`config.mk`:
```
export PLATFORM = sky130hd
export DESIGN_NAME = l2_port_arbiter
export DESIGN_NICKNAME = d
export VERILOG_FILES = /design/src/rtl/l2_port_arbiter_pkg.sv /design/src/rtl/l2_port_arbiter.sv
export SDC_FILE = /design/constraint.sdc
export NUM_CORES = 1
export LEC_CHECK = 0
export ABC_AREA = 0
export BUFFER_PORTS_ARGS = -buffer_cell sky130_fd_sc_hd__buf_2
export CORE_AREA = 2 2 546 548
export DETAILED_ROUTE_END_ITERATION = 10
export DIE_AREA = 0 0 548 550
export PLACE_DENSITY = 0.32
export SLEW_MARGIN = 30
export SYNTH_ARGS = -nofsm -noshare
export SYNTH_HDL_FRONTEND = slang
export SYNTH_SLANG_ARGS = --single-unit
```
`constraint.sdc`:
```
create_clock -name clk -period 5.6 [get_ports clk]
set_input_delay 0.56 -clock clk [delete_from_list [all_inputs] [get_ports clk]]
set_output_delay 0.56 -clock clk [all_outputs]
set_load 0.05 [all_outputs]
```
`src/rtl/l2_port_arbiter_pkg.sv`:
```
// Shared types and constants for the L1-to-L2 port arbiter and the L1 caches.
package l2_port_arbiter_pkg;

    // Cache line geometry shared with the I-cache and D-cache.
    localparam int ARB_LINE_W      = 256;
    localparam int ARB_ADDR_W      = 32;
    localparam int ARB_LINE_OFFS_W = 5;

    // Arbiter FSM states.
    typedef enum logic [1:0] {
        IDLE    = 2'd0,
        SERVE_I = 2'd1,
        SERVE_D = 2'd2,
        RELEASE = 2'd3
    } arb_state_t;

    // Which requester owned the most recent grant.
    typedef enum logic {
        GRANT_I = 1'b0,
        GRANT_D = 1'b1
    } arb_grant_t;

    // Fair choice between two requesters: a lone requester wins outright,
    // under contention the side that was not granted last time wins.
    function automatic arb_grant_t pick_grant(
        input logic       i_req,
        input logic       d_req,
        input arb_grant_t last
    );
        arb_grant_t g;
        g = GRANT_I;
        if (i_req && d_req) begin
            g = (last == GRANT_I) ? GRANT_D : GRANT_I;
        end else if (d_req) begin
            g = GRANT_D;
        end
        return g;
    endfunction

endpackage

```
`src/rtl/l2_port_arbiter.sv`:
```
// Arbitrates I-cache line reads and D-cache line reads/write-backs onto a
// single memory port, one transaction at a time, alternating under contention.
//
// Handshake: each requester raises its request (i_read, or d_read/d_write)
// together with a stable address/data and holds it until the matching
// x_resp pulse. x_resp is high for exactly one cycle, coincident with
// pmem_resp, and only if the request is still held at that time; dropping
// a request early lets memory finish but suppresses the response. The
// memory side sees pmem_read/pmem_write held high from grant until
// pmem_resp, followed by one cycle with both low.
module l2_port_arbiter
    import l2_port_arbiter_pkg::*;
#(
    parameter int LINE_W = ARB_LINE_W,
    parameter int ADDR_W = ARB_ADDR_W
) (
    input  logic              clk,
    input  logic              rst_n,

    // I-cache side
    input  logic              i_read,
    input  logic [ADDR_W-1:0] i_addr,
    output logic [LINE_W-1:0] i_rdata,
    output logic              i_resp,

    // D-cache side
    input  logic              d_read,
    input  logic              d_write,
    input  logic [ADDR_W-1:0] d_addr,
    input  logic [LINE_W-1:0] d_wdata,
    output logic [LINE_W-1:0] d_rdata,
    output logic              d_resp,

    // Memory / L2 side
    output logic              pmem_read,
    output logic              pmem_write,
    output logic [ADDR_W-1:0] pmem_address,
    output logic [LINE_W-1:0] pmem_wdata,
    input  logic [LINE_W-1:0] pmem_rdata,
    input  logic              pmem_resp,

    // Debug view of the FSM state
    output arb_state_t        o_state
);

    // ------------------------------------------------------------------
    // State and latched transaction
    // ------------------------------------------------------------------
    arb_state_t        r_state;
    arb_state_t        w_next_state;
    arb_grant_t        r_last_grant;
    arb_grant_t        w_pick;

    logic              r_d_write;
    logic [ADDR_W-1:0] r_addr;
    logic [LINE_W-1:0] r_wdata;

    logic              w_i_req;
    logic              w_d_req;
    logic              w_grant_i;
    logic              w_grant_d;

    assign w_i_req = i_read;
    assign w_d_req = d_read | d_write;
    assign w_pick  = pick_grant(w_i_req, w_d_req, r_last_grant);

    // A grant happens only on the IDLE->SERVE transition.
    assign w_grant_i = (r_state == IDLE) && (w_next_state == SERVE_I);
    assign w_grant_d = (r_state == IDLE) && (w_next_state == SERVE_D);

    // Next-state decode; memory responses outside SERVE_x are ignored.
    always_comb begin
        w_next_state = r_state;
        case (r_state)
            IDLE: begin
                if (w_i_req || w_d_req) begin
                    w_next_state = (w_pick == GRANT_I) ? SERVE_I : SERVE_D;
                end
            end
            SERVE_I, SERVE_D: begin
                if (pmem_resp) begin
                    w_next_state = RELEASE;
                end
            end
            RELEASE: begin
                w_next_state = IDLE;
            end
            default: begin
                w_next_state = IDLE;
            end
        endcase
    end

    // State register; reset abandons any in-flight transaction.
    always_ff @(posedge clk or negedge rst_n) begin
        if (!rst_n) begin
            r_state <= IDLE;
        end else begin
            r_state <= w_next_state;
        end
    end

    // Capture the winner's address, data and op at grant so the memory port
    // stays stable even if the requester changes its inputs mid-transaction.
    always_ff @(posedge clk or negedge rst_n) begin
        if (!rst_n) begin
            r_last_grant <= GRANT_I;
            r_d_write    <= 1'b0;
            r_addr       <= '0;
            r_wdata      <= '0;
        end else if (w_grant_i) begin
            r_last_grant <= GRANT_I;
            r_d_write    <= 1'b0;
            r_addr       <= i_addr;
        end else if (w_grant_d) begin
            r_last_grant <= GRANT_D;
            // Write wins when both d_read and d_write are (illegally) high.
            r_d_write    <= d_write;
            r_addr       <= d_addr;
            r_wdata      <= d_wdata;
        end
    end

    // ------------------------------------------------------------------
    // Output decode
    // ------------------------------------------------------------------

    // Moore memory commands: driven only from the state and the latched op,
    // so read and write can never be high together.
    always_comb begin
        pmem_read  = 1'b0;
        pmem_write = 1'b0;
        case (r_state)
            SERVE_I: pmem_read = 1'b1;
            SERVE_D: begin
                pmem_write = r_d_write;
                pmem_read  = ~r_d_write;
            end
            default: begin
                pmem_read  = 1'b0;
                pmem_write = 1'b0;
            end
        endcase
    end

    // Completion pulses follow pmem_resp combinationally, gated by the
    // requester still holding its request.
    always_comb begin
        i_resp = 1'b0;
        d_resp = 1'b0;
        if (pmem_resp) begin
            if (r_state == SERVE_I) begin
                i_resp = w_i_req;
            end
            if (r_state == SERVE_D) begin
                d_resp = w_d_req;
            end
        end
    end

    assign pmem_address = r_addr;
    assign pmem_wdata   = r_wdata;
    assign i_rdata      = pmem_rdata;
    assign d_rdata      = pmem_rdata;
    assign o_state      = r_state;

endmodule

```
**Word level (Yosys, flattened, before mapping)**

Cells that the tools add are included.

- Eq/ne operators: 5
- Mux-type cells: 19
- Bitwise operators: 3
- Reduce and logical (&&, ||, !) cells: 8

Operators with widths:

| operator | count |
|---|---|
| 32-bit 2-to-1 mux | 2 |
| 1-bit 2-to-1 mux | 12 |
| 2-bit equality test, second input constant | 3 |
| 2-bit 2-to-1 mux | 3 |
| 2-bit case mux with 3 select lines | 1 |
| 2-bit by 1-bit equality test with 1-bit output, second input constant | 2 |
| 1-bit logical AND | 3 |
| 2-bit logical NOT | 1 |
| 1-bit NOT | 2 |
| 1-bit case mux with 2 select lines | 1 |
| 2-bit AND reduction | 1 |
| 2-bit nonzero test | 1 |
| 2-bit OR reduction | 1 |
| 1-bit logical OR | 1 |
| 1-bit bitwise OR | 1 |

- Register bits: 292
- Input port bits: 582
- Output and inout bits: 806
- Word-level logic and storage cells: 40

**Logic depth before layout (Yosys ltp)**

Gate-level depths: netlist of the first run.

- Depth in word-level cells: 10
- Gate-level depth with buffers: 10
- Gate-level depth less buffers: 8

**Least setup slack after synthesis of the first run**

OpenSTA, ideal clock, no wires.

- Path kind: flip-flop to flip-flop
- Start point: reg r_state[0], in the netlist o_state[0]
- End point: reg r_wdata[215], in the netlist pmem_wdata[215]
- Library setup time: 128 ps
- Arrival time: 2494 ps
- Required time: 5472 ps
- Path slack: 2979 ps
- Cell stages (with the launch flop): 10
- Path buffers: 2
- Clock period less this slack: 2621 ps
- Cell sequence: dfrtp_1 > inv_1 > ha_1 > nand2b_1 > o32ai_2 > a211oi_4 > nand3_2 > buf_4 > buf_6 > mux2_1

- Longest elaborated chain between the ends: 7
- Elaborated cells between the ends (all ways): 14
- Those cells by class: eq/ne: 5; mux: 3; bitwise: 1; reduce/logical: 5

RTL lines:

| what | line | RTL |
|---|---|---|
| start, declared | l2_port_arbiter.sv:49 | `arb_state_t r_state;` |
| start signal, assigned | l2_port_arbiter.sv:99 | `r_state <= w_next_state;` |
| 2-bit by 1-bit equality test with 1-bit output / 2-bit equality test (equally long branches) | l2_port_arbiter.sv:74 | `case (r_state)` |
| 2-bit OR reduction | l2_port_arbiter.sv:74 |  |
| 2-bit case mux with 3 select lines | l2_port_arbiter.sv:74 |  |
| 2-bit by 1-bit equality test with 1-bit output | l2_port_arbiter.sv:68 | `assign w_grant_i = (r_state == IDLE) && (w_next_state == SERVE_I);` |
| 1-bit logical AND | l2_port_arbiter.sv:68 |  |
| 1-bit NOT (no source line) | n/a |  |
| 2-bit AND reduction (no source line) * | n/a |  |
| end signal, assigned | l2_port_arbiter.sv:120 | `r_wdata <= d_wdata;` |
| end, declared | l2_port_arbiter.sv:56 | `logic [LINE_W-1:0] r_wdata;` |

Mark *: on every way between the ends. The rest lies on a longest branch, timed or not.
A chain may end at the register's enable or synchronous reset.

**Final worst setup path of the first run**

- Start point: reg r_state[0], in the netlist o_state[0]
- End point: reg r_addr[27], in the netlist pmem_address[27]

- Longest elaborated chain between the ends: 6
- Elaborated cells between the ends (all ways): 14
- Those cells by class: eq/ne: 5; mux: 4; reduce/logical: 5

RTL lines:

| what | line | RTL |
|---|---|---|
| 2-bit by 1-bit equality test with 1-bit output / 2-bit equality test (equally long branches) | l2_port_arbiter.sv:74 |  |
| 2-bit OR reduction | l2_port_arbiter.sv:74 |  |
| 2-bit case mux with 3 select lines | l2_port_arbiter.sv:74 |  |
| 2-bit by 1-bit equality test with 1-bit output / 2-bit equality test (equally long branches) | l2_port_arbiter.sv:68, l2_port_arbiter.sv:69 |  |
| 1-bit logical AND, on equally long branches | l2_port_arbiter.sv:68, l2_port_arbiter.sv:69 |  |
| 32-bit 2-to-1 mux / 2-bit nonzero test (equally long branches) | n/a |  |
| end signal, assigned | l2_port_arbiter.sv:114 | `r_addr <= i_addr;` |
| end signal, assigned | l2_port_arbiter.sv:119 | `r_addr <= d_addr;` |
| end, declared | l2_port_arbiter.sv:55 | `logic [ADDR_W-1:0] r_addr;` |

Parallel ways exist; a longest one is shown, timed or not.

==> flow_summary.json, run 1 <==
{
  "status": "finished clean",
  "ant_nets": 0,
  "min_path_type": "primary input to register",
  "routedWlPerCell_microns": 25.8,
  "grt_max_degree": 115,
  "setup_slack_ns": 2.16,
  "post_cts_resized": 0,
  "final_cell_mix": "618 x buf_2, 292 x dfrtp_1, 240 x mux2_1",
  "cp.buffers_inverters": 3,
  "dp_hpwl_mm": 123,
  "period_needed_ns": 3.44,
  "die_area_sq_mm": 0.301,
  "final.setup.tns_ns": 0,
  "drv_cap": 0,
  "register_area_sq_mm": 0.00731,
  "rsz0062_at_grt": "no",
  "p_total_w": 0.0166,
  "drcViolationCount": 0,
  "yosys.cell_types.count": 34,
  "met2_length_mm": 60.1,
  "clk_latency_ns": 0.68,
  "irDropWorstVdd_v": 0.000299,
  "vias": 10129,
  "syn-num-nets": 1794,
  "fp.dieH_microns": 550,
  "crit_family": "compound AO/OA/AOI/OAI gates",
  "cp_cell_sequence": "inv_1 -> ha_1 -> nand2b_1 -> o32ai_2 -> a211oi_4 -> inv_2 -> o22ai_4 -> buf_4 -> a2bb2oi_1",
  "gp_congestion": 0.809,
  "final_common_cell": "buf_2",
  "cts_tree": "built",
  "wl_met3_mm": 35.5,
  "finalSetupViolations": 0,
  "grt_pass1_wl_mm": 162,
  "required_ns": 6.19,
  "yosys.area.top_type": "dfrtp_1",
  "startpoint_type": "register",
  "cpMaxStageDelayCell": "o22ai_4",
  "tightestPinTransition_ns": 0.895,
  "grt_overflow": 0,
  "max_freq_mhz": 290,
  "top_layer": "met5",
  "num_rows": 200,
  "clock_sinks": 292,
  "yosysWarnings": 0,
  "cts_max_level": 2,
  "crit_cells": 9,
  "finalInstanceArea_sq_mm": 0.0210,
  "synth_area_leaders": "dfrtp_1 48%, buf_4 25%, mux2_1 18%",
  "slew_viol_final": 0,
  "cts_setup_buffers": 0,
  "crit_type": "register to register",
  "pre_cts_slack_ns": 2.14,
  "core_area_sq_mm": 0.296,
  "drive_gt1_share_pct": 53.4,
  "track_usage_pct": 8.82,
  "skew_ns": 0.0247,
  "drt_iter0_drc": 308,
  "final_hold_viol_count": 0,
  "syn2layout_area_growth_pct": 37.7,
  "place_area_sq_mm": 0.0193,
  "clk_transition_reported_paths_ns": 0.06,
  "numCtsBuffers": 42,
  "syn_inst": 1208,
  "power_leakage_nw": 8.19,
  "first_pass_iters": 4,
  "synth_area_sq_mm": 0.0153,
  "nets": 1929,
  "relSlewSlack_pct": 40.3,
  "multi_input_area_sq_mm": 0.00375,
  "yosysSeqAreaShare_pct": 47.9,
  "io_pins": 1388,
  "min_path_cells": 2,
  "holdWs_ns": 0.0926,
  "synth-seq-cells": 292,
  "wl_met1_mm": 33.2,
  "yosysTopAreaCellShare_pct": 47.9,
  "num-fill-cells": 34505,
  "fin_crit_sh_pct": 61.5,
  "rr_worst_depth": 9,
  "clock-root-buffer": "clkbuf_16",
  "cts_buffer_depth": 3,
  "avgSynthCellArea_sq_um": 12.6,
  "end_kind": "register",
  "die_w_microns": 548,
  "grt_pass1_vias": 10850,
  "start_util_pct": 5.17,
  "antenna_found_initial": 109,
  "cp_max_fo": 32,
  "totalWireLength_mm": 138,
  "viasPerCell": 1.89,
  "port_buffers": 619,
  "critPathMaxStageDelay_ns": 0.75,
  "cp.arrival_ns": 4.03,
  "powerDensity_mw_per_mm2": 790
}
-- worst reg2reg max path, cell delays in order (launching register included) --
cell and delay (ns):
dfrtp_1 0.42, inv_1 0.17, ha_1 0.32, nand2b_1 0.21, o32ai_2 0.13, a211oi_4 0.39, inv_2 0.42, o22ai_4 0.75
buf_4 0.37, a2bb2oi_1 0.19
-- metrics by stage --
stage          util (%)  cells
2_1_floorplan         -   1208
3_3_place_gp       6.53   5227
3_5_place_dp       6.53   5227
4_1_cts            7.08   5314
5_1_grt            7.09   5322
6_report           7.11   5351
-- cell type report --
class	count	share of cell area [%]
Clock buffer	57	5.84
Tap cell	3939	23.4
Sequential cell	292	34.8
Inverter	5	0.0893
Multi-Input combinational cell	355	17.8
Antenna cell	37	0.440
Clock inverter	19	1.37
Timing Repair Buffer	647	16.2
-- path summary, 6_finish.rpt --
kind                       slack, ns                to             from
min reg2reg                     0.48   pmem_wdata[214]  pmem_wdata[214]
max reg2reg                     2.16  pmem_address[27]       o_state[0]
min                             0.09    pmem_wdata[50]      d_wdata[50]
min in group asynchronous       0.53   pmem_wdata[253]            rst_n
max                             2.16  pmem_address[27]       o_state[0]
max in group asynchronous       3.81   pmem_wdata[212]            rst_n
-- registers in the layout (all words and copies together) (netlist names) --
name          count
o_state           2
pmem_wdata      256
pmem_address     32
r_last_grant      1
r_d_write         1
-- timing repair --
| item | in CTS | in global routing |
|---|---|---|
| hold buffers | 11 | 0 |
| endpoints found under the hold margin | 100 | 0 |
| endpoints found under the setup margin | 0 | 0 |
-- power breakdown --
group	switching [W]	total, W	internal (W)
Clock	0.00124	0.00301	0.00178
Sequential	0.000622	0.00386	0.00323
Combinational	0.00755	0.00974	0.00219
Total	0.00941	0.0166	0.00720
-- synth_stat cells --
master and number:
nand2b_1 1, inv_2 1, mux2_1 240, o21ba_2 1, a211oi_4 1, o211ai_1 1
o211a_1 1, a2bb2oi_1 33, nor2_2 1, and2_1 2, o21ai_0 4, nand3_2 1
buf_2 4, mux2_2 16, o2bb2ai_1 2, nor3b_1 1, clkbuf_1 13, or3b_2 1
o22ai_2 1, buf_6 26, dfrtp_1 292, a21oi_1 1, ha_1 4, mux2i_1 1
o32ai_1 32, nand2_1 2, o32ai_2 1, and3_1 1, o21a_1 1, nor2_1 2
buf_4 513, nor2b_1 2, nor3_1 1, inv_1 4
-- logic make-up after synthesis --
kind of cell / Yosys count / synth area share (%)
and+or+nand+nor: 15 / 0.590
buffers and inverters: 561 / 27.7
DFF: 292 / 47.9
AOI/OAI and AO/OA: 79 / 4.56
muxes: 257 / 18.9
adders and majority gates: 4 / 0.328
-- layer usage --
| layer | vias up | track usage [%] |
|---|---|---|
| li1 | 3904 | - |
| met1 | 4629 | 6.07 |
| met2 | 1151 | 13.8 |
| met3 | 443 | 10.3 |
| met4 | 2 | 4.91 |
| met5 | - | 0.235 |
Power figures use the tool's default switching activity.
==> inputs of run 2 (changes only) <==
- CORE_AREA: 2 2 546 548 -> 2 2 533 535
- DIE_AREA: 0 0 548 550 -> 0 0 535 537
- PLACE_DENSITY: 0.32 -> 0.33
- clock period: 5.6 -> 3 ns (I/O delays scaled with it)
==> flow_summary.json, run 2 (synthesis results as in run 1) <==
{
  "status": "finished clean",
  "num_rows": 195,
  "clk_latency_ns": 0.67,
  "met3_usage_pct": 11.2,
  "die_w_microns": 535,
  "cpMaxStageDelayCell": "dlygate4sd3_1",
  "io_pins": 1388,
  "fin_util_pct": 8.44,
  "holdWs_ns": 0.106,
  "critPathMaxStageDelay_ns": 0.58,
  "clk_transition_reported_paths_ns": 0.07,
  "fp.dieH_microns": 537,
  "grt-busiest-layer": "met2",
  "rsz0062_at_grt": "no",
  "cp_max_fo": 25,
  "cts_setup_buffers": 0,
  "num-fill-cells": 32684,
  "syn2layout_area_growth_pct": 55.6,
  "clock-root-buffer": "clkbuf_16",
  "dp.cells": 5040,
  "cts_buffer_depth": 3,
  "totalWireLength_mm": 142,
  "first_pass_iters": 4,
  "skew_ns": 0.0309,
  "irDropWorstVdd_v": 0.000659,
  "grt_pass1_vias": 12068,
  "global_route.usage.met2_pct": 15.2,
  "gp_congestion": 0.786,
  "powerDensity_mw_per_mm2": 1290,
  "fin_crit_sh_pct": 91.7,
  "met1_usage_pct": 6.54,
  "die_area_sq_mm": 0.287,
  "power_leakage_nw": 9.46,
  "clock_sinks": 292,
  "required_ns": 3.51,
  "grt_max_degree": 70,
  "cts_tree": "built",
  "cts_max_level": 2,
  "port_buffers": 619,
  "drv_cap": 0,
  "startpoint_type": "register",
  "cp.arrival_ns": 3.26,
  "numCtsBuffers": 40,
  "antenna_found_initial": 81,
  "period_needed_ns": 2.75,
  "grt_pass1_wl_mm": 167,
  "drcViolationCount": 0,
  "final_common_cell": "buf_2",
  "p_total_w": 0.0307,
  "final.setup.tns_ns": 0,
  "core_area_sq_mm": 0.281,
  "cp_cell_sequence": "inv_1 -> ha_1 -> nand2b_1 -> o32ai_2 -> a211oi_4 -> buf_4 -> inv_4 -> o32ai_1 -> dlygate4sd3_1 -> a2bb2oi_1",
  "max_freq_mhz": 364,
  "dp_hpwl_mm": 126,
  "end_kind": "register",
  "finalSetupViolations": 0,
  "tightestPinTransition_ns": 0.687,
  "nets": 2242,
  "relSlewSlack_pct": 54.2,
  "start_util_pct": 5.43,
  "crit_type": "register to register",
  "ant_nets": 0,
  "track_usage_pct": 9.48,
  "drt_iter0_drc": 323,
  "viasPerCell": 2.04,
  "slew_viol_final": 0,
  "min_path_type": "primary input to register",
  "instances_no_fill": 5448,
  "drive_gt1_share_pct": 43.8,
  "final_cell_mix": "618 x buf_2, 317 x dlygate4sd3_1, 291 x dfrtp_1",
  "final_hold_viol_count": 0,
  "vias": 11108,
  "routedWlPerCell_microns": 26.0,
  "largest_register_ffs": 256,
  "grt_overflow": 0
}
run 2: worst max-delay path: cells and delay by family (launching register included):
kind            cells  cell delay, ns
compound gates      4            0.73
fa+ha+maj           1            0.27
buf+inv             4            1.03
flops               1            0.44
simple gates        1            0.14
run 2: layout make-up:
| cell class | count | area (sq um) | area share [%] |
|---|---|---|---|
| diodes | 20 | 50.0 | 0.211 |
| clock inverters | 17 | 211 | 0.890 |
| inverters | 5 | 21.3 | 0.0895 |
| multi-input cells | 355 | 3760 | 15.8 |
| repair buffers | 962 | 6590 | 27.7 |
| clock buffers | 54 | 1130 | 4.77 |
| well taps | 3743 | 4680 | 19.7 |
| flip-flops and latches | 292 | 7310 | 30.8 |
run 2: power by group:
group | switching [W] | internal [W] | total (W)
logic | 0.0137 | 0.00452 | 0.0183
clock network | 0.00227 | 0.00286 | 0.00513
registers | 0.00128 | 0.00604 | 0.00732
total | 0.0173 | 0.0134 | 0.0307
run 2: path summary, 6_finish.rpt:
| check | cells past startpoint | from | endpoint | slack (ns) |
|---|---|---|---|---|
| min in group asynchronous | 2 | rst_n | pmem_wdata[228] | 0.17 |
| worst max register to register | 10 | o_state[1] | pmem_address[20] | 0.25 |
| worst min-delay path | 4 | i_addr[16] | pmem_address[16] | 0.11 |
| worst max-delay path | 10 | o_state[1] | pmem_address[20] | 0.25 |
| max in group asynchronous | 3 | rst_n | pmem_wdata[89] | 1.94 |
| worst min register to register | 1 | pmem_wdata[211] | pmem_wdata[211] | 0.48 |
run 2: routing by layer:
metal  part of all wire, %  vias to the layer above
li1                      -                     4508
met1                    24                     5100
met2                    45                     1151
met3                    26                      349
met4                   5.1                        0
met5                     0                        -
run 2: metrics by stage:
step           worst slack [ns]  area (sq um)
2_1_floorplan             0.379         15300
3_3_place_gp              0.247         19200
3_5_place_dp              0.246         19200
4_1_cts                  0.0548         23700
5_1_grt                  0.0673         23700
6_report                  0.250         23800
run 2: repair_timing:
action / 4_1_cts / 5_1_grt
resized for setup: 0 / 7
hold endpoints to repair: 343 / 0
hold buffers: 317 / 0
endpoints found under the setup margin: 0 / 11
